===== config.mk =====
export PLATFORM = sky130hd
export DESIGN_NAME = bcd_scan_ctrl
export DESIGN_NICKNAME = d
export VERILOG_FILES = /design/src/rtl/bcd_scan_ctrl.sv
export SDC_FILE = /design/constraint.sdc
export NUM_CORES = 1
export LEC_CHECK = 0
export BUFFER_PORTS_ARGS = -buffer_cell sky130_fd_sc_hd__buf_2
export CORE_MARGIN = 1
export CORE_UTILIZATION = 41
export DETAILED_ROUTE_END_ITERATION = 8
export GPL_TIMING_DRIVEN = 0
export PLACE_DENSITY_LB_ADDON = 0.1
export REMOVE_ABC_BUFFERS = 1
export SYNTH_ARGS = -nofsm -noshare
export SYNTH_HDL_FRONTEND = slang
export SYNTH_SLANG_ARGS = --single-unit
export TNS_END_PERCENT = 100

===== constraint.sdc =====
create_clock -name CLOCK_50 -period 5.1 [get_ports CLOCK_50]
set_input_delay 0.255 -clock CLOCK_50 [delete_from_list [all_inputs] [get_ports CLOCK_50]]
set_output_delay 0.255 -clock CLOCK_50 [all_outputs]
set_load 0.01 [all_outputs]

===== src/rtl/bcd_scan_ctrl.sv =====
// Time-shares one external BCD-to-7-segment decoder across NDIG digits, scanning
// MSD first and capturing each decoded result into a per-digit segment register.
module bcd_scan_ctrl #(
  parameter int NDIG    = 4,
  parameter int DEC_LAT = 1
) (
  input  logic                CLOCK_50,
  input  logic                RESET_N,
  input  logic                load,
  input  logic [4*NDIG-1:0]   din,
  input  logic                lzb,
  output logic                ready,
  output logic                busy,
  output logic                done,
  output logic                drop,
  output logic [3:0]          dec_bcd,
  input  logic [6:0]          dec_seg,
  output logic [7*NDIG-1:0]   hex_all
);

  typedef enum logic [1:0] {IDLE, RUN, DONE} state_t;

  localparam int              IW      = (NDIG > 1) ? $clog2(NDIG) : 1;
  localparam logic [IW-1:0]   IDX_TOP = IW'(NDIG - 1);
  localparam logic [3:0]      CNT_TOP = 4'(DEC_LAT - 1);
  localparam logic [6:0]      BLANK   = 7'b1111111;

  state_t              state, state_nxt;
  logic [IW-1:0]       idx;
  logic [IW-1:0]       idx_dn;
  logic [3:0]          cnt;
  logic [4*NDIG-1:0]   digits;
  logic                lzb_q;
  logic                seen_nz;
  logic [3:0]          cur_digit;
  logic                capture;
  logic                digit_bad;
  logic                digit_zero;
  logic [6:0]          cap_val;

  assign ready = (state == IDLE);
  assign busy  = (state == RUN) || (state == DONE);
  assign done  = (state == DONE);

  // NOTE: every signal written here gets a default first, so no path leaves a latch.
  always_comb begin
    cur_digit  = digits[4*idx +: 4];
    idx_dn     = idx - 1'b1;
    capture    = (state == RUN) && (cnt == CNT_TOP);
    digit_bad  = (cur_digit > 4'd9);
    digit_zero = (cur_digit == 4'd0);
    cap_val    = dec_seg;
    // Out-of-range codes are blanked so the decoder's undefined output never lands.
    if (digit_bad)
      cap_val = BLANK;
    else if (lzb_q && !seen_nz && digit_zero && (idx != '0))
      cap_val = BLANK;

    state_nxt = state;
    case (state)
      IDLE:    if (load) state_nxt = RUN;
      RUN:     if (capture && (idx == '0)) state_nxt = DONE;
      DONE:    state_nxt = IDLE;
      default: state_nxt = IDLE;
    endcase
  end

  // NOTE: sequential state uses non-blocking assignments only, so all registers
  // update together from pre-edge values.
  always_ff @(posedge CLOCK_50) begin
    if (!RESET_N) state <= IDLE;
    else          state <= state_nxt;
  end

  // NOTE: the segment bank is reset explicitly because a blank display after reset
  // is visible behaviour, not just initialisation.
  always_ff @(posedge CLOCK_50) begin
    if (!RESET_N) begin
      dec_bcd <= 4'd0;
      hex_all <= '1;
      digits  <= '0;
      idx     <= IDX_TOP;
      cnt     <= 4'd0;
      lzb_q   <= 1'b0;
      seen_nz <= 1'b0;
      drop    <= 1'b0;
    end else begin
      drop <= load && (state != IDLE);
      case (state)
        IDLE: begin
          if (load) begin
            digits  <= din;
            lzb_q   <= lzb;
            idx     <= IDX_TOP;
            cnt     <= 4'd0;
            seen_nz <= 1'b0;
            dec_bcd <= din[4*(NDIG-1) +: 4];
          end
        end
        RUN: begin
          if (capture) begin
            hex_all[7*idx +: 7] <= cap_val;
            cnt                 <= 4'd0;
            if (!digit_bad && !digit_zero) seen_nz <= 1'b1;
            if (idx != '0) begin
              idx     <= idx_dn;
              dec_bcd <= digits[4*idx_dn +: 4];
            end
          end else begin
            cnt <= cnt + 4'd1;
          end
        end
        default: ;
      endcase
    end
  end

endmodule


==> qor.yml <==
fin_crit_ns: 2.529
io_pins: 63
rows: 30
synth_area_um2: 2859
async_reset_ff_share_pct: 0
rsz0062_at_grt: "false"
dr.pass1.iters: 4
synth.distinct_cells: 42
antenna_cells: 0
comb_power_share_pct: 15.0
cts_setup_buffers: 0
numCtsBuffers: 9
layout_common_cells: "nand2_1, buf_2, dfxtp_1, a21oi_1, a32oi_1"
antenna_found_initial: 0
io_buffers: 62
ys_seq_area_share_pct: 41.31
root_buffer: "clkbuf_8"
synthCells: 321
peakVddDrop_v: 0.0001455
r2r_cells: 6
yosysWarnings: 0
start_util_pct: 42.31
die_w_um: 85.51
p_seq_share_pct: 46.6
min_from: "din[4]"
skew_ns: 0.009494
clock.fmax_ghz: 0.3954
synth-seq-cells: 59
relSlewSlack_pct: 34.60
grt_usage_pct: 20.01
p_int_mw: 0.7984
maxSlewViolCount: 0
gp_congestion: 0.7206
die-area_um2: 7311
die_height_um: 85.51
wl_per_cell_um: 15.14
status: "completed"
setup_viol: 0
grt.overflow.total: 0
r2r_start: "state[1]"
r2r_slack_ns: 2.57
postSynthAreaPerCell_um2: 8.907
via_per_inst: 5.491
finalNetCount: 412
p_sw_mw: 0.3050
cts_tree: "done"
grt_pass1_vias: 2314
p_leak_nw: 1.479
switching_share_pct: 27.64
grt_start_max_net_pins: 32
path_buf_inv: 1
rr_endpoint: "hex_all[0]"
hold_viol_final: 0
hold_class: "input port to flop"
cellPowerDensity_nw_per_um2: 327.6
critPathMaxStageDelay_ns: 0.56
drt_iter0_markers: 119
power_frac_clock_pct: 38.4
crit_fanout: 15
synth-edff-count: 0
dominantRegCellSynth: "dfxtp_1"
worst_slew_pin_slew_ns: 0.9787
finalCritPeriodShare_pct: 49.59
cp_top_family: "compound AO/OA/AOI/OAI gates"
grt_pass1_wl_mm: 11.27
path_class: "flop to flop"
core_area_um2: 6756
cts_resized: 0
clk_pin_slew_ns: 0.07
cp-end-kind: "flop"
syn_to_final_growth_pct: 17.81
final_common_cell: "nand2_1"
dp_hpwl_mm: 4.658
insertion_delay_ns: 0.34
cp_data_arrival_time_ns: 2.77
crit_slowest_cell: "o41a_1"
route.vias.total: 2526
postRouteAntennaNets: 0
startpoint_type: "flop"
drt_wl_total_mm: 6.963
maxCapViolCount: 0
hold_end: "digits[4]"
post-route-drc-count: 0
clockBufferDepth: 2
drive_gt1_share_pct: 22.11
htreeDepth: 3
critical_path_required_ns: 5.34
clock_sinks: 59
setup_tns_ns: 0
holdWs_ns: 0.1498
ctsHoldBuffers: 0
worstHoldPathCells: 3
crit_chain: "inv_1 -> ha_1 -> and4bb_2 -> nand2_1 -> o41a_1 -> a32oi_1"
synthesized netlist by cell type, types with 4 or more instances:
cell	count	area share, %
a32oi_1	28	8.6
mux4_1	4	3.7
o21ai_0	8	1.4
ha_1	10	4.4
nor2_1	7	0.92
nand2b_1	8	1.8
a21boi_0	6	1.6
inv_1	11	1.4
mux2i_1	5	1.8
nand2_1	74	9.7
dfxtp_1	59	41
a21oi_1	45	7.9
clkbuf_1	13	1.7
state kept, by name (all words and copies together), names as in the netlist:
name	flops
idx	2
dec_bcd	4
lzb_q	1
cnt	4
hex_all	28
drop	1
seen_nz	1
digits	16
state	2
worst max-delay path by stage:
stage | start | end | cells past startpoint
floorplan | idx[0] | dec_bcd[3] | 5
global placement | state[1] | hex_all[6] | 6
detailed placement | state[1] | hex_all[0] | 6
CTS | state[1] | hex_all[0] | 6
global route | state[1] | hex_all[2] | 6
finish | state[1] | hex_all[0] | 6
power groups by stage:
stage	clock network, mW	registers [mW]	logic [mW]
detailed placement	0	0.524	0.167
global placement	0	0.523	0.165
floorplan	0	0.529	0.0980
global route	0.459	0.517	0.185
finish	0.424	0.514	0.166
CTS	0.438	0.514	0.167
worst register-to-register path: stages (launching register included):
cell and delay, ns:
dfxtp_1 0.32, inv_1 0.10, ha_1 0.55, and4bb_2 0.37, nand2_1 0.32, o41a_1 0.57
a32oi_1 0.21
cells by family (layout without fill, tap and decap cells):
| family | after synthesis | after routing | synth area share [%] |
|---|---|---|---|
| adder cells (fa/ha/maj) | 10 | 10 | 4.376 |
| AO/OA/AOI/OAI | 101 | 101 | 23.94 |
| multiplexers | 13 | 13 | 8.184 |
| flip-flops | 59 | 59 | 41.31 |
| buffers and inverters | 30 | 89 | 4.814 |
| AND/OR/NAND/NOR | 108 | 108 | 17.38 |
metrics by stage:
stage	total power [mW]	util, %	instances	setup slack [ns]	area, µm²
2_1_floorplan	0.6273	-	302	3.076	2763
6_report	1.103	49.85	460	2.571	3368
4_1_cts	1.119	49.85	460	2.562	3368
5_1_grt	1.161	49.85	460	2.372	3368
3_5_place_dp	0.6909	46.96	444	2.580	3173
3_3_place_gp	0.6879	46.96	444	2.603	3173
final cells by class:
class / count / area, µm²
fill: 673 / 3388
clock buffer: 12 / 145.1
multi-input combinational: 232 / 1540
clock inverter: 4 / 50.05
tap: 80 / 100.1
sequential: 59 / 1181
timing repair buffer: 62 / 310.3
inverter: 11 / 41.29
per-layer routing:
metal | track usage (%) | share of wire [%]
met5 | 0 | 0
met4 | 5.909 | 1.1
met3 | 6.064 | 5.0
met2 | 32.36 | 47
met1 | 25.88 | 47
No activity file was read; power rests on OpenSTA's default activity.
